[src/rtl/if_stage.sv]
// Instruction fetch stage: PC register, fetch request FSM and IF/ID register.
// A word that returns during a decode freeze is parked until the freeze lifts.
module if_stage #(
    parameter logic [31:0] RESET_PC = 32'h0000_0000
) (
    input  logic        clk,
    input  logic        rst,
    input  logic        freeze,
    input  logic        branch_taken,
    input  logic [31:0] branch_addr,
    output logic        imem_req,
    output logic [31:0] imem_addr,
    input  logic [31:0] imem_rdata,
    input  logic        imem_ready,
    output logic [31:0] pc_out,
    output logic [31:0] instruction,
    output logic        valid
);

    typedef enum logic {
        S_REQ  = 1'b0,
        S_HOLD = 1'b1
    } state_t;

    localparam logic [31:0] PC_INIT = RESET_PC & 32'hFFFF_FFFC;

    state_t      state_q, state_d;
    logic [31:0] pc_q, pc_d;
    logic [31:0] instr_q, instr_d;
    logic [31:0] pc_out_q, pc_out_d;
    logic        valid_q, valid_d;
    logic [31:0] hold_instr_q, hold_instr_d;
    logic [31:0] hold_pc_q, hold_pc_d;
    logic [31:0] pc_plus4;

    assign pc_plus4 = pc_q + 32'd4;

    always_ff @(posedge clk or negedge rst) begin
        if (!rst) begin
            state_q <= S_REQ;
        end else begin
            state_q <= state_d;
        end
    end

    always_comb begin
        state_d = state_q;
        if (branch_taken) begin
            state_d = S_REQ;
        end else begin
            unique case (state_q)
                S_REQ:  if (imem_ready && freeze) state_d = S_HOLD;
                S_HOLD: if (!freeze) state_d = S_REQ;
                default: state_d = S_REQ;
            endcase
        end
    end

    always_comb begin
        imem_req = (state_q == S_REQ);
    end

    always_comb begin
        pc_d         = pc_q;
        instr_d      = instr_q;
        pc_out_d     = pc_out_q;
        valid_d      = valid_q;
        hold_instr_d = hold_instr_q;
        hold_pc_d    = hold_pc_q;
        if (branch_taken) begin
            // Redirect wins over everything; any in-flight or parked word is dropped.
            pc_d         = branch_addr & 32'hFFFF_FFFC;
            instr_d      = 32'd0;
            pc_out_d     = 32'd0;
            valid_d      = 1'b0;
            hold_instr_d = 32'd0;
            hold_pc_d    = 32'd0;
        end else if (state_q == S_HOLD) begin
            if (!freeze) begin
                instr_d  = hold_instr_q;
                pc_out_d = hold_pc_q;
                valid_d  = 1'b1;
                pc_d     = pc_plus4;
            end
        end else if (imem_ready) begin
            if (freeze) begin
                hold_instr_d = imem_rdata;
                hold_pc_d    = pc_plus4;
            end else begin
                instr_d  = imem_rdata;
                pc_out_d = pc_plus4;
                valid_d  = 1'b1;
                pc_d     = pc_plus4;
            end
        end else if (!freeze) begin
            instr_d = 32'd0;
            valid_d = 1'b0;
        end
    end

    always_ff @(posedge clk or negedge rst) begin
        if (!rst) begin
            pc_q         <= PC_INIT;
            instr_q      <= 32'd0;
            pc_out_q     <= 32'd0;
            valid_q      <= 1'b0;
            hold_instr_q <= 32'd0;
            hold_pc_q    <= 32'd0;
        end else begin
            pc_q         <= pc_d;
            instr_q      <= instr_d;
            pc_out_q     <= pc_out_d;
            valid_q      <= valid_d;
            hold_instr_q <= hold_instr_d;
            hold_pc_q    <= hold_pc_d;
        end
    end

    assign imem_addr   = pc_q;
    assign pc_out      = pc_out_q;
    assign instruction = instr_q;
    assign valid       = valid_q;

endmodule

[config.mk]
export PLATFORM = sky130hd
export DESIGN_NAME = if_stage
export DESIGN_NICKNAME = d
export VERILOG_FILES = /design/src/rtl/if_stage.sv
export SDC_FILE = /design/constraint.sdc
export NUM_CORES = 1
export LEC_CHECK = 0
export CAP_MARGIN = 40
export CELL_PAD_IN_SITES_DETAIL_PLACEMENT = 0
export CELL_PAD_IN_SITES_GLOBAL_PLACEMENT = 2
export CORE_MARGIN = 2
export CORE_UTILIZATION = 33
export CTS_CLUSTER_DIAMETER = 80
export DETAILED_ROUTE_END_ITERATION = 16
export GPL_TIMING_DRIVEN = 0
export PLACE_DENSITY = 0.87
export REMOVE_ABC_BUFFERS = 1
export SETUP_SLACK_MARGIN = 0.05
export SLEW_MARGIN = 40
export SYNTH_ARGS = -nofsm -noshare
export SYNTH_HDL_FRONTEND = slang
export SYNTH_SLANG_ARGS = --single-unit
[constraint.sdc]
create_clock -name clk -period 3.7 [get_ports clk]
set_input_delay 0.37 -clock clk [delete_from_list [all_inputs] [get_ports clk]]
set_output_delay 0.37 -clock clk [all_outputs]
set_load 0.01 [all_outputs]
==> flow_summary_export.csv, run 1 <==
group,metric,value,unit
outcome,outcome,"complete, no violations",
finish,drive_above_1_share,0.07484,
detailed_routing,antenna_left,0,
detailed_routing,m1WireLength,10710,um
cts,ctsResizeCount,0,
synth,synth_seq_area_share,0.5350,
cts,cts_buffer_depth,2,
die,die_area,0.02361,mm^2
pwr,power,4278,uW
die,rows,54,
finish,area_delta_synth_final,35.74,%
cts,cts.sink_count,158,
synth,syn_avg_cell_area,9.046,um^2
pwr,power_leakage,0.004056,uW
sta,setup_viol,0,
sta,slew_headroom,0.5227,
die,die_w,153.7,um
finish,fin_nets,1019,
critical_path,worstSetupPathType,"reg2reg",
cts,clkTransAtPathRegs,0.07,ns
sta,final.period_utilization,0.7004,
min_path,hp-start,"branch_taken",
sta,hold_viol,0,
detailed_routing,drtIter0Drc,347,
min_path,hold_depth,2,
sta,maxSlewViolCount,0,
grt,grt_pass1_vias,6226,
finish,multi_input_area,0.003237,mm^2
critical_path,r2r-start,"imem_addr[4]$_DFFE_PN0P_",
synth,synthArstFlopShare,1.000,
grt,grt_use_total,0.1885,
cts,cts.htree.levels,4,
detailed_routing,wl_met3,1006,um
die,start_util,0.3376,
detailed_routing,drt-total-wl,21530,um
synth,yosysWarnings,0,
die,fp.dieH,153.7,um
cts,clock_latency,0.42,ns
finish,layout_common_cells,"159 x clkdlybuf4s50_1, 157 x dfrtp_1, 145 x nand2_1, 114 x o21ai_0, 82 x nor2_1",
sta,fin_ws,1.108,ns
critical_path,crit_arrival,2.93,ns
sta,tightest_slew,0.7100,ns
synth,netlist_instances,817,
cts,cts_buffers,17,
cts,cts-root-buf,"clkbuf_16",
cts,cts_tree,"done",
die,io_pins,167,
finish,layout_commonest_cell,"clkdlybuf4s50_1",
run,maxCapViolations,0,
placed_design,gp_congestion,0.7570,
placed_design,dp_slack,0.8891,ns
placed_design,io_buffers,162,
sta,finClkSkew,0.01146,ns
grt,gr-total-overflow,0,
synth,synth_top_area_frac,0.5350,
die,core,0.02189,mm^2
critical_path,crit_fanout,6,
critical_path,worstSetupEndpointType,"flop",
sta,max_freq,0.3859,GHz
synth,ys_types,43,
placed_design,dpl.hpwl,14440,um
synth,synthTopCellsByArea,"dfrtp_1 53%, o21ai_0 7.7%, nand2_1 7.4%",
critical_path,cp-startpoint,"imem_addr[4]$_DFFE_PN0P_",
min_path,min_path_type,"in2reg",
finish,fill_cells,2163,
finish,ff_latch_area,0.003958,mm^2
critical_path,critPathLaunchType,"flop",
synth,syn_area,0.007391,mm^2
grt,grt_max_degree,63,
pwr,vdd.ir_drop.worst,244.5,uV
detailed_routing,topRoutingLayerUsed,"met4",
detailed_routing,met2WireLength,9441,um
synth,synth_area_leader_cell,"dfrtp_1",
detailed_routing,drcViolationCount,0,
synth,ys_ff_latch,158,
finish,diodes,0,
sta,rsz0062_at_grt,"false",
critical_path,crit_required,4.04,ns
detailed_routing,post_drt_wl_per_cell,17.33,um
critical_path,r2r_cells,5,
synth,synth-edff-count,0,
detailed_routing,viasPerCell,5.032,
pwr,powerDensity,426.5,mW/mm^2
detailed_routing,vias,6250,
critical_path,r2r_setup_slack,1.11,ns
sta,finalCriticalPeriod,2.592,ns
detailed_routing,drt_pass1_iterations,4,
grt,grt_antenna_before_repair,0,
grt,grt_pass1_wl,35340,um
synth,synthFlopType,"dfrtp_1",
==> metal layers <==
layer,global-route usage,vias to the layer above
met2,0.2808,188
met5,0,-
li1,-,3070
met1,0.2753,2971
met4,0.05505,0
met3,0.04143,21
==> logic make-up after synthesis <==
| logic type | count (synthesis) | share of synthesized area |
|---|---|---|
| AOI/OAI and AO/OA | 219 | 0.1725 |
| and+or+nand+nor | 307 | 0.1801 |
| buffers and inverters | 71 | 0.03792 |
| xor gates and xnor gates | 55 | 0.06518 |
| adders and majority gates | 1 | 0.001693 |
| other | 1 | 0.0005074 |
| DFF | 158 | 0.5350 |
| muxes | 5 | 0.007110 |
==> per-stage QoR <==
stage	cells	TNS, ns	instance area, um^2	util	hold slack, ns
2_1_floorplan	751	-112.11	7129	-	0.07441
3_3_place_gp	1193	-1298.99	9101	0.4158	0.4605
3_5_place_dp	1209	0	9460	0.4322	0.3159
4_1_cts	1242	0	10020	0.4579	0.3458
5_1_grt	1242	0	10030	0.4583	0.3648
6_report	1242	0	10030	0.4583	0.3510
==> cell type report <==
cell class	instances	share of cell area
Timing Repair Buffer	179	0.1911
Inverter	4	0.001746
Tap cell	280	0.03492
Clock buffer	17	0.04240
Multi-Input combinational cell	589	0.3226
Sequential cell	158	0.3945
Clock inverter	15	0.01272
==> power by group <==
group / internal, uW / leakage, uW / total (uW) / switching (uW)
clock network: 881 / 0.000268 / 1670 / 784
registers: 1840 / 0.00208 / 1960 / 118
logic: 322 / 0.00170 / 653 / 331
total: 3050 / 0.00406 / 4280 / 1230
==> sequential cells by signal, indices dropped and copies added (netlist names) <==
register	cells
hold_pc_q	31
state_q	1
valid	1
pc_out	31
instruction	32
hold_instr_q	32
imem_addr	30
==> cell usage after synthesis (4+ instances only) <==
cell type	count
a21oi_1	36
a22o_1	5
a22oi_1	53
and3_1	4
buf_1	6
clkbuf_1	56
dfrtp_1	158
nand2_1	145
nand3_1	17
nand4_1	11
nor2_1	84
nor3_1	18
nor4_1	10
o21ai_0	114
o31ai_1	4
xnor2_1	34
xor2_1	21
==> worst max-delay path, cell delays in order, from the launching register on <==
cell	delay, ns
dfrtp_1	0.48
nand4_1	0.33
or4_4	0.66
or4_4	0.57
or3_1	0.31
a31oi_1	0.16
==> repair_timing <==
action                                  4_1_cts  5_1_grt
endpoints found under the setup margin        0        0
hold endpoints to repair                     47        0
setup buffers                                 0        0
hold buffers                                  1        0
==> worst paths after layout <==
check,to
max,imem_addr[29]$_DFFE_PN0P_
min,instruction[22]$_DFFE_PN0P_
max reg2reg,imem_addr[29]$_DFFE_PN0P_
min reg2reg,hold_pc_q[4]$_DFFE_PN0P_
max in group asynchronous,imem_addr[3]$_DFFE_PN0P_
min in group asynchronous,instruction[18]$_DFFE_PN0P_
No activity file was read; power rests on OpenSTA's default activity.
==> run 2, diff against run 1 <==
- CORE_UTILIZATION: 33 -> 27
- PLACE_DENSITY: 0.87 -> 0.77
- clock period: 3.7 -> 2.3 ns (I/O delays scaled with it)
==> run 2 against run 1 <==
Global-route usage fell by 2.9 points; clock-buffer cell count rose by 1; clock skew rose by 0.0047 ns; die area rose by 22%; utilization fell by 7.0 points; combinational power rose by 73%; sequential share of layout area fell by 1.5 points; first-iteration DRC count rose by 18%; setup slack got worse by 1.1 ns; via count barely moved; cell area rose by 4.4%; fmax rose by 13%.
==> flow_summary_export.csv, run 2 (synthesis gave the netlist of run 1 again) <==
group,metric,value,unit
cts,clock_latency,0.43,ns
critical_path,crit_required,2.64,ns
sta,maxSlewViolCount,0,
detailed_routing,drcViolationCount,0,
detailed_routing,drt-total-wl,22530,um
outcome,outcome,"complete, no violations",
placed_design,io_buffers,162,
pwr,seqPwrFrac,0.422,
critical_path,crit_arrival,2.63,ns
critical_path,cpPeakStageDelay,0.61,ns
detailed_routing,antenna_left,0,
detailed_routing,wl_met3,1112,um
die,core,0.02695,mm^2
sta,hold_viol,0,
placed_design,dp_slack,-0.3814,ns
grt,grt_antenna_before_repair,0,
critical_path,path_cells,"nand4_1, or4_4, or4_4, or3_1, a31oi_1",
grt,grt_max_degree,62,
placed_design,dpl.hpwl,14940,um
sta,tightest_slew,0.6044,ns
finish,fin_nets,1036,
run,maxCapViolations,0,
die,rows,60,
cts,cts.htree.levels,4,
critical_path,critPathSlowestCell,"or4_4",
cts,cts_buffer_depth,2,
pwr,p_switching,2053,uW
cts,cts-root-buf,"clkbuf_16",
grt,grt_use_total,0.1592,
finish,layout_commonest_cell,"clkdlybuf4s50_1",
critical_path,crit_fanout,4,
die,die_area,0.02871,mm^2
grt,grt_pass1_wl,35650,um
min_path,min_path_type,"in2reg",
pwr,vdd.ir_drop.worst,373.6,uV
cts,cts_tree,"done",
die,io_pins,167,
sta,setup_viol,0,
pwr,cell_internal_pwr,5394,uW
sta,rsz0062_at_grt,"true",
finish,area_delta_synth_final,41.76,%
cts,cts_buffers,17,
sta,final.period_utilization,0.9992,
pwr,swShare,0.2757,
sta,slew_headroom,0.5966,
critical_path,worstSetupPathType,"reg2reg",
finish,stdcell_count,1320,
grt,gr-total-overflow,0,
cts,clkTransAtPathRegs,0.08,ns
sta,finClkSkew,0.01621,ns
pwr,power_leakage,0.004211,uW
finish,drive_above_1_share,0.1124,
die,fp.dieH,169.5,um
critical_path,crit_path_frequent_cell,"or4_4",
critical_path,worstSetupEndpointType,"flop",
detailed_routing,drtIter0Drc,411,
detailed_routing,post_drt_wl_per_cell,17.07,um
detailed_routing,met2WireLength,10200,um
finish,layout_common_cells,"159 x clkdlybuf4s50_1, 146 x dfrtp_1, 143 x nand2_1, 111 x o21ai_0, 81 x nor2_1",
sta,fin_ws,0.001913,ns
pwr,p_comb_frac,0.152,
placed_design,placed_cells,1270,
die,die_w,169.5,um
critical_path,critPathLaunchType,"flop",
placed_design,gp_congestion,0.7530,
critical_path,path_delay_family,"simple AND/OR/NAND/NOR gates",
grt,grt_pass1_vias,6175,
pwr,clockPowerShare,0.427,
critical_path,cp_num_buf_inv,0,
detailed_routing,m1WireLength,10990,um
detailed_routing,drt_pass1_iterations,5,
die,start_util,0.2742,
detailed_routing,viasPerCell,4.738,
sta,finalCriticalPeriod,2.298,ns
cts,cts.sink_count,158,
pwr,powerDensity,710.7,mW/mm^2
detailed_routing,vias,6254,
detailed_routing,topRoutingLayerUsed,"met4",
finish,diodes,0,
sta,max_freq,0.4351,GHz
## run 2: cell count changes in the layout (fill, tap and decap cells not counted), moves of 4 or more
cell       previous run  this run
buf_4                 1        18
dfrtp_1             157       146
inv_6                 7         3
dfrtp_2               0        11
bufinv_16             0         4
inv_8                 1         5
## run 2: cell type report
| type | count | area [um^2] |
|---|---|---|
| clock buffers | 18 | 429.2 |
| inverters | 4 | 21.27 |
| flip-flops and latches | 158 | 3971 |
| well taps | 341 | 426.7 |
| fillers | 2762 | 16470 |
| repair buffers | 195 | 2072 |
| clock inverters | 14 | 220.2 |
| multi-input cells | 590 | 3337 |
## run 2: path summary, 6_finish.rpt
path	start	endpoint	slack, ns	cells after the start
setup / recovery	imem_addr[2]$_DFFE_PN0P_	imem_addr[29]$_DFFE_PN0P_	0.002	5
hold / removal	branch_taken	imem_addr[7]$_DFFE_PN0P_	0.21	3
setup reg to reg	imem_addr[2]$_DFFE_PN0P_	imem_addr[29]$_DFFE_PN0P_	0.002	5
hold reg to reg	hold_pc_q[25]$_DFFE_PN0P_	hold_pc_q[25]$_DFFE_PN0P_	0.48	2
max in group asynchronous	rst	state_q$_DFF_PN0_	1.26	3
min in group asynchronous	rst	instruction[27]$_DFFE_PN0P_	0.34	2
## run 2: timing repair
| action | in CTS | in global routing |
|---|---|---|
| hold buffers | 1 | 0 |
| gates resized for setup | 17 | 16 |
| hold endpoints to repair | 59 | 0 |
| pin swaps | 3 | 8 |
| endpoints found under the setup margin | 74 | 33 |
| gates cloned | 0 | 1 |
| buffers inserted | 11 | 5 |
## run 2: per-layer routing
metal	vias to the layer above	GRT usage
met1	2972	0.2228
met5	-	0
met3	16	0.03895
li1	3112	-
met2	154	0.2477
met4	0	0.03902
## run 2: metrics by stage
| step | TNS (ns) | hold WS (ns) | util | power, uW | instance area, um^2 |
|---|---|---|---|---|---|
| 2_1_floorplan | -228.10 | -0.06559 | - | 3578 | 7129 |
| 3_3_place_gp | -1712.02 | 0.4620 | 0.3405 | 4214 | 9178 |
| 3_5_place_dp | -9.724 | 0.2097 | 0.3552 | 4283 | 9572 |
| 4_1_cts | 0 | 0.2020 | 0.3844 | 7543 | 10360 |
| 5_1_grt | -0.05667 | 0.2188 | 0.3888 | 7821 | 10480 |
| 6_report | 0 | 0.2066 | 0.3888 | 7447 | 10480 |
## run 2: power by group through the flow
stage	Sequential (uW)	Combinational [uW]	Clock (uW)
floorplan	3210	364	0
global placement	3210	1010	0
detailed placement	3200	1080	0
CTS	3140	1130	3270
global route	3170	1250	3400
finish	3140	1130	3180
## run 2: worst reg2reg max path: cells and delay by family, from the launching register on
family | cells | cell delay [ns]
AO/OA/AOI/OAI | 1 | 0.16
AND/OR/NAND/NOR | 4 | 1.65
flip-flops | 1 | 0.40
